`src/rtl/alu_req_arbiter.sv`:
```
// alu_req_arbiter: shares one combinational ALU between two requesters.
//   Picks a winner (round-robin, or port 0 first when FIXED_PRI=1), registers its
//   operands onto the ALU inputs, captures the ALU outputs one cycle later, and
//   holds the response for the granted port until that port accepts it.
//   Illegal ops (op=11 with sign=0) skip the ALU and respond with rsp_err=1.
// Ports:
//   clk, rst_n                    clock, asynchronous active-low reset
//   i_rN_req_valid/o_rN_req_ready request handshake, port N = 0,1
//   i_rN_ope1/ope2/op/sign        request operands, op 00 add 01 sub 10 or 11 slt
//   o_rN_rsp_valid/i_rN_rsp_ready response handshake
//   o_rsp_result/zero/ovf/err     shared response data, qualified by o_rN_rsp_valid
//   o_alu_ope1/ope2/op/sign       registered ALU inputs
//   i_alu_result/zero/ovf         ALU outputs
//   o_busy                        an operation is in progress
module alu_req_arbiter #(
    parameter int DATA_W    = 32,
    parameter bit FIXED_PRI = 1'b0
) (
    input  logic              clk,
    input  logic              rst_n,
    input  logic              i_r0_req_valid,
    output logic              o_r0_req_ready,
    input  logic [DATA_W-1:0] i_r0_ope1,
    input  logic [DATA_W-1:0] i_r0_ope2,
    input  logic [1:0]        i_r0_op,
    input  logic              i_r0_sign,
    output logic              o_r0_rsp_valid,
    input  logic              i_r0_rsp_ready,
    input  logic              i_r1_req_valid,
    output logic              o_r1_req_ready,
    input  logic [DATA_W-1:0] i_r1_ope1,
    input  logic [DATA_W-1:0] i_r1_ope2,
    input  logic [1:0]        i_r1_op,
    input  logic              i_r1_sign,
    output logic              o_r1_rsp_valid,
    input  logic              i_r1_rsp_ready,
    output logic [DATA_W-1:0] o_rsp_result,
    output logic              o_rsp_zero,
    output logic              o_rsp_ovf,
    output logic              o_rsp_err,
    output logic [DATA_W-1:0] o_alu_ope1,
    output logic [DATA_W-1:0] o_alu_ope2,
    output logic [1:0]        o_alu_op,
    output logic              o_alu_sign,
    input  logic [DATA_W-1:0] i_alu_result,
    input  logic              i_alu_zero,
    input  logic              i_alu_ovf,
    output logic              o_busy
);
    typedef enum logic [1:0] {IDLE, EXEC, RESP} state_t;
    state_t            r_state, w_next;
    logic              r_rr_ptr, r_gnt;
    logic [DATA_W-1:0] r_alu_ope1, r_alu_ope2, r_rsp_result;
    logic [1:0]        r_alu_op;
    logic              r_alu_sign, r_rsp_zero, r_rsp_ovf, r_rsp_err;
    logic              w_pick1, w_accept, w_illegal, w_rsp_ready, w_done, w_sign;
    logic [DATA_W-1:0] w_ope1, w_ope2;
    logic [1:0]        w_op;
    always_comb begin
        // port 1 wins when alone, or on a tie when the round-robin pointer favours it
        w_pick1     = i_r1_req_valid & (~i_r0_req_valid | (!FIXED_PRI & r_rr_ptr));
        w_accept    = (r_state == IDLE) & (i_r0_req_valid | i_r1_req_valid);
        w_ope1      = w_pick1 ? i_r1_ope1 : i_r0_ope1;
        w_ope2      = w_pick1 ? i_r1_ope2 : i_r0_ope2;
        w_op        = w_pick1 ? i_r1_op   : i_r0_op;
        w_sign      = w_pick1 ? i_r1_sign : i_r0_sign;
        w_illegal   = (w_op == 2'b11) & ~w_sign;
        w_rsp_ready = r_gnt ? i_r1_rsp_ready : i_r0_rsp_ready;
        w_done      = (r_state == RESP) & w_rsp_ready;
    end
    always_ff @(posedge clk or negedge rst_n) begin
        if (!rst_n) r_state <= IDLE;
        else        r_state <= w_next;
    end
    always_comb begin
        w_next = r_state;
        case (r_state)
            IDLE:    w_next = w_accept ? (w_illegal ? RESP : EXEC) : IDLE;
            EXEC:    w_next = RESP;
            RESP:    w_next = w_rsp_ready ? IDLE : RESP;
            default: w_next = IDLE;
        endcase
    end
    always_comb begin
        // ready is forced low while reset is asserted so every output reads 0
        o_r0_req_ready = rst_n & w_accept & ~w_pick1;
        o_r1_req_ready = rst_n & w_accept & w_pick1;
        o_r0_rsp_valid = (r_state == RESP) & ~r_gnt;
        o_r1_rsp_valid = (r_state == RESP) & r_gnt;
        o_busy         = r_state != IDLE;
    end
    always_ff @(posedge clk or negedge rst_n) begin
        if (!rst_n) begin
            r_rr_ptr     <= 1'b0;
            r_gnt        <= 1'b0;
            r_alu_ope1   <= '0;
            r_alu_ope2   <= '0;
            r_alu_op     <= '0;
            r_alu_sign   <= 1'b0;
            r_rsp_result <= '0;
            r_rsp_zero   <= 1'b0;
            r_rsp_ovf    <= 1'b0;
            r_rsp_err    <= 1'b0;
        end else begin
            if (w_accept) begin
                r_gnt <= w_pick1;
                // illegal ops never reach the ALU; its inputs keep their previous value
                if (w_illegal) begin
                    r_rsp_result <= '0;
                    r_rsp_zero   <= 1'b0;
                    r_rsp_ovf    <= 1'b0;
                    r_rsp_err    <= 1'b1;
                end else begin
                    r_alu_ope1 <= w_ope1;
                    r_alu_ope2 <= w_ope2;
                    r_alu_op   <= w_op;
                    r_alu_sign <= w_sign;
                end
            end
            if (r_state == EXEC) begin
                r_rsp_result <= i_alu_result;
                r_rsp_zero   <= i_alu_zero;
                // overflow is only meaningful for a signed add
                r_rsp_ovf    <= i_alu_ovf & (r_alu_op == 2'b00) & r_alu_sign;
                r_rsp_err    <= 1'b0;
            end
            if (w_done) r_rr_ptr <= ~r_gnt;
        end
    end
    assign o_rsp_result = r_rsp_result;
    assign o_rsp_zero   = r_rsp_zero;
    assign o_rsp_ovf    = r_rsp_ovf;
    assign o_rsp_err    = r_rsp_err;
    assign o_alu_ope1   = r_alu_ope1;
    assign o_alu_ope2   = r_alu_ope2;
    assign o_alu_op     = r_alu_op;
    assign o_alu_sign   = r_alu_sign;
endmodule

```
`config.mk`:
```
export PLATFORM = sky130hd
export DESIGN_NAME = alu_req_arbiter
export DESIGN_NICKNAME = d
export VERILOG_FILES = /design/src/rtl/alu_req_arbiter.sv
export SDC_FILE = /design/constraint.sdc
export NUM_CORES = 1
export LEC_CHECK = 0
export ABC_AREA = 0
export BUFFER_PORTS_ARGS = -buffer_cell sky130_fd_sc_hd__buf_2
export CAP_MARGIN = 10
export CORE_AREA = 2 2 110 112
export CTS_BUF_LIST = sky130_fd_sc_hd__clkbuf_8
export DETAILED_ROUTE_END_ITERATION = 7
export DIE_AREA = 0 0 112 114
export GPL_ROUTABILITY_DRIVEN = 0
export PLACE_DENSITY = 0.85
export SYNTH_ARGS = -nofsm -noshare
export SYNTH_HDL_FRONTEND = slang
export SYNTH_SLANG_ARGS = --single-unit
```
`constraint.sdc`:
```
create_clock -name clk -period 4.6 [get_ports clk]
set_input_delay 0.92 -clock clk [delete_from_list [all_inputs] [get_ports clk]]
set_output_delay 0.92 -clock clk [all_outputs]
set_load 0.01 [all_outputs]
```
Yosys cells after proc, flatten, opt, wreduce, memory -nomap -nowiden
Index checks and enable logic that the tools add are counted.

cells by class
  divide/modulo/power cells = 0
  equal/unequal tests = 3
  shifts and indexed selects = 0
  bitwise operators = 18
  multipliers = 0
  muxes and demuxes = 19
  reductions and logical operators = 7
  add/subtract/negate cells = 0
  $lt $le $gt $ge = 0

operator list
  kind                  number
  $mux W32              5
  $and A1 B1 Y1         11
  $mux W1               9
  $mux W2               4
  $pmux W2 S3           1
  $reduce_bool A2 Y1    3
  $not A1 Y1            5
  $eq A2 B2 Y1 const B  2
  $logic_not A2 Y1      2
  $reduce_and A2 Y1     2
  $eq A2 B1 Y1 const B  1
  $or A1 B1 Y1          2

word-level totals
  output and inout port bits = 107
  latch bits = 0
  memory bits (writable) = 0
  memories = 0
  input bits = 174
  flip-flop bits (word level) = 106
  word-level logic and storage cells = 58
  memory bits (read-only) = 0

Longest topological paths before layout
  word-level depth = 9
  mapped depth = 7
  mapped depth without buffers = 4

Worst setup path after synthesis
No wires, ideal clock.

  path type = input -> output
  start = input i_r1_req_valid
  end = output o_r0_req_ready
  stages = 3
  path buffers = 0
  arrival time = 1.335 ns
  data required time = 3.680 ns
  slack = 2.345 ns
  cells stage by stage = nand2_1 -> and3_1 -> and2_1

between the ends
  longest elaborated chain between the ends = 4
  elaborated cells between the ends (all ways) = 6
  classes of those cells = bitwise (6)

ends and longest elaborated chain
  what                RTL line  RTL
  start: declaration  29        input logic i_r1_req_valid,
  $or A1 B1 Y1        62        w_accept = (r_state == IDLE) & (i_r0_req_valid | i_r1_req_valid);
  $and A1 B1 Y1       62
  $and A1 B1 Y1       86        o_r0_req_ready = rst_n & w_accept & ~w_pick1;
  $and A1 B1 Y1 (*)   86
  end: declaration    22        output logic o_r0_req_ready,

Every way passes the cells marked *; elsewhere a longest branch is shown, timed or not.

Worst setup path after layout
  start = input rst_n
  end = output o_r1_req_ready

between the ends
  longest elaborated chain between the ends = 2

ends and longest elaborated chain
  what                        RTL line  RTL
  start: declaration          20        input logic rst_n,
  $and A1 B1 Y1 (2 in a row)  87        o_r1_req_ready = rst_n & w_accept & w_pick1;
  end: declaration            30        output logic o_r1_req_ready,

Every way passes these cells.

==> results_dict.tcl <==
set metrics [dict create \
    min-delay-start "o_rsp_err" \
    hpwl_um 10000 \
    ys_types 30 \
    cts-buffers-inserted 9 \
    wirelength_um 12990 \
    clk_path_buf_depth 2 \
    postCtsHoldBufs 0 \
    max_slew_margin_pct 35.95 \
    drtIter0Drc 141 \
    grt_pass1_wl_um 20330 \
    drive_gt1_share_pct 64.41 \
    final_cell_mix "buf_2 (279), mux2_2 (112), dfrtp_1 (106), nand2_1 (71), a21oi_1 (37)" \
    outcome "finished clean" \
    rsz0062_at_grt "no" \
    fin_area_mm2 0.006693 \
    antenna_found_initial 0 \
    dpl_cell_area_mm2 0.006475 \
    cts_tree "done" \
    path_cells "buf_4, and3_1, buf_2" \
    leakage_uw 0.003396 \
    wire_per_inst_um 15.70 \
    portBuffers 280 \
    ant_nets 0 \
    die_height_um 114 \
    start_util_pct 42.47 \
    critical_path_class "in -> out" \
    synth_area_mm2 0.004974 \
    drv_cap 0 \
    yosysWarnings 0 \
    setup.worst_path.start "rst_n" \
    arrival_ns 1.83 \
    clk_pin_slew_worst_paths_ns 0.11 \
    power_density_mw_per_mm2 615.4 \
    start_kind "input pin" \
    clk_latency_ns 0.36 \
    coreArea_mm2 0.01171 \
    worst_pin_slew_ns 0.9574 \
    worstHoldPathType "reg -> reg" \
    cpLargestDelayFamily "buffers and inverters" \
    ys_ff_latch 106 \
    cpPeakStageDelay_ns 0.50 \
    ir_drop_v 0.0004371 \
    cts_resized 0 \
    max_freq_mhz 363.6 \
    required_ns 3.68 \
    syn_avg_cell_area_um2 12.37 \
    io_pins 281 \
    grt_pass1_vias 4224 \
    area_growth_pct 34.57 \
    cts_sinks 106 \
    post-cts-setup-buffers 0 \
    r2r_start "r_state[1]" \
    crit_buf_inv 2 \
    period_share_pct 59.79 \
    fin_crit_ns 2.750 \
    first_pass_iters 5 \
    ys_seq_area_share_pct 53.33 \
    drv_slew 0 \
    viasPerCell 5.044 \
    num_vias 4171 \
    cp_max_fo 53 \
    cp_slowest_cell "buf_4" \
    drc 0 \
    row_count 40 \
    fin_worst_skew_ns 0.01274 \
    dieArea_mm2 0.01277 \
    syn_nets 576 \
    cts_max_level 3 \
    root_buffer "clkbuf_8" \
    die_x_um 112 \
    num_antenna_cells 0 \
    grt_max_degree 57 \
    fin_nets 849 \
    yosysTopAreaCell "dfrtp_1" \
    grt_usage_pct 19.77 \
    synth_area_leaders "dfrtp_1 (53%), mux2_2 (25%), nand2_1 (5.4%), mux2_4 (4.8%), a21oi_1 (3.8%)" \
    final_common_cell "buf_2" \
    setup_viol 0 \
    setup-tns-final_ns 0 \
    grt_overflow 0 \
    synth_top_area_share_pct 53.33 \
    synthCells 402 \
    setup.worst_path.end_class "primary output" \
    hold_viol_final 0 \
]
-- routing by layer --
layer	part of all wire (%)	global-route usage [%]
met1	39	23.84
met2	52	34.95
met3	6.6	3.826
met4	2.5	8.211
met5	0	0
-- flip-flops by register name, summed over array words and instances (netlist names) --
signal,count
o_alu_ope1,32
o_alu_sign,1
o_rsp_result,32
r_rr_ptr,1
o_rsp_zero,1
r_state,2
o_rsp_err,1
o_rsp_ovf,1
o_alu_op,2
r_gnt,1
o_alu_ope2,32
-- power by group --
part / leakage, uW / total, uW / internal (uW) / switching (uW)
combinational: 0.00204 / 1940 / 991 / 950
sequential: 0.00127 / 1660 / 1390 / 265
clock: 0.0000860 / 519 / 200 / 319
-- final timing paths --
kind / to / slack (ns) / cells after the start
hold / removal: o_rsp_err / 0.49 / 1
min in group asynchronous: o_alu_ope2[27] / 0.57 / 1
setup reg to reg: o_alu_ope1[29] / 2.08 / 5
setup / recovery: o_r1_req_ready / 1.85 / 3
max in group asynchronous: o_rsp_result[12] / 2.84 / 2
hold reg to reg: o_rsp_err / 0.49 / 1
-- stage by stage --
stage / worst slack, ns / std cells / hold WS [ns] / util (%) / total power [uW]
3_3_place_gp: 1.714 / 809 / 0.4565 / 55.29 / 3505
2_1_floorplan: 2.345 / 402 / 0.4887 / - / 2838
3_5_place_dp: 1.577 / 809 / 0.4647 / 55.29 / 3600
5_1_grt: 1.717 / 827 / 0.5262 / 57.15 / 4389
6_report: 1.850 / 827 / 0.4851 / 57.15 / 4119
4_1_cts: 1.807 / 825 / 0.4912 / 56.78 / 4129
-- synth_stat cells, drive strengths merged --
cell     instances
mux2           128
dfrtp          106
nand2           72
a21oi           38
buf             16
clkbuf          10
nor2b            4
and2             3
nor2             3
o21ai            3
a21o             2
and3             2
inv              2
nand2b           2
a211o            1
a2bb2oi          1
a32oi            1
and3b            1
mux2i            1
nand3            1
nand3b           1
nand4            1
nor4             1
o21a             1
o32a             1
-- worst register-to-register path: stages, from the launching register on --
cell and delay, ns:
dfrtp_1 0.42, nor2_2 0.25, o21ai_0 0.24, and3b_4 0.60, buf_4 0.49, mux2_2 0.41
-- area by class of cell --
cell class / instances / area [um2]
Inverter: 2 / 7.507
Sequential cell: 106 / 2653
Clock inverter: 7 / 51.30
Multi-Input combinational cell: 268 / 2182
Fill cell: 983 / 5019
Tap cell: 147 / 183.9
Timing Repair Buffer: 288 / 1491
Clock buffer: 9 / 123.9
-- cells by family (layout without fill, tap and decap cells) --
logic type / count (synthesis) / in the layout / synth area share (%)
mux: 129 / 129 / 30.39
flops: 106 / 106 / 53.33
simple gates: 91 / 91 / 7.925
compound gates: 48 / 48 / 5.308
buf+inv: 28 / 306 / 3.044
Power figures use the tool's default switching activity.
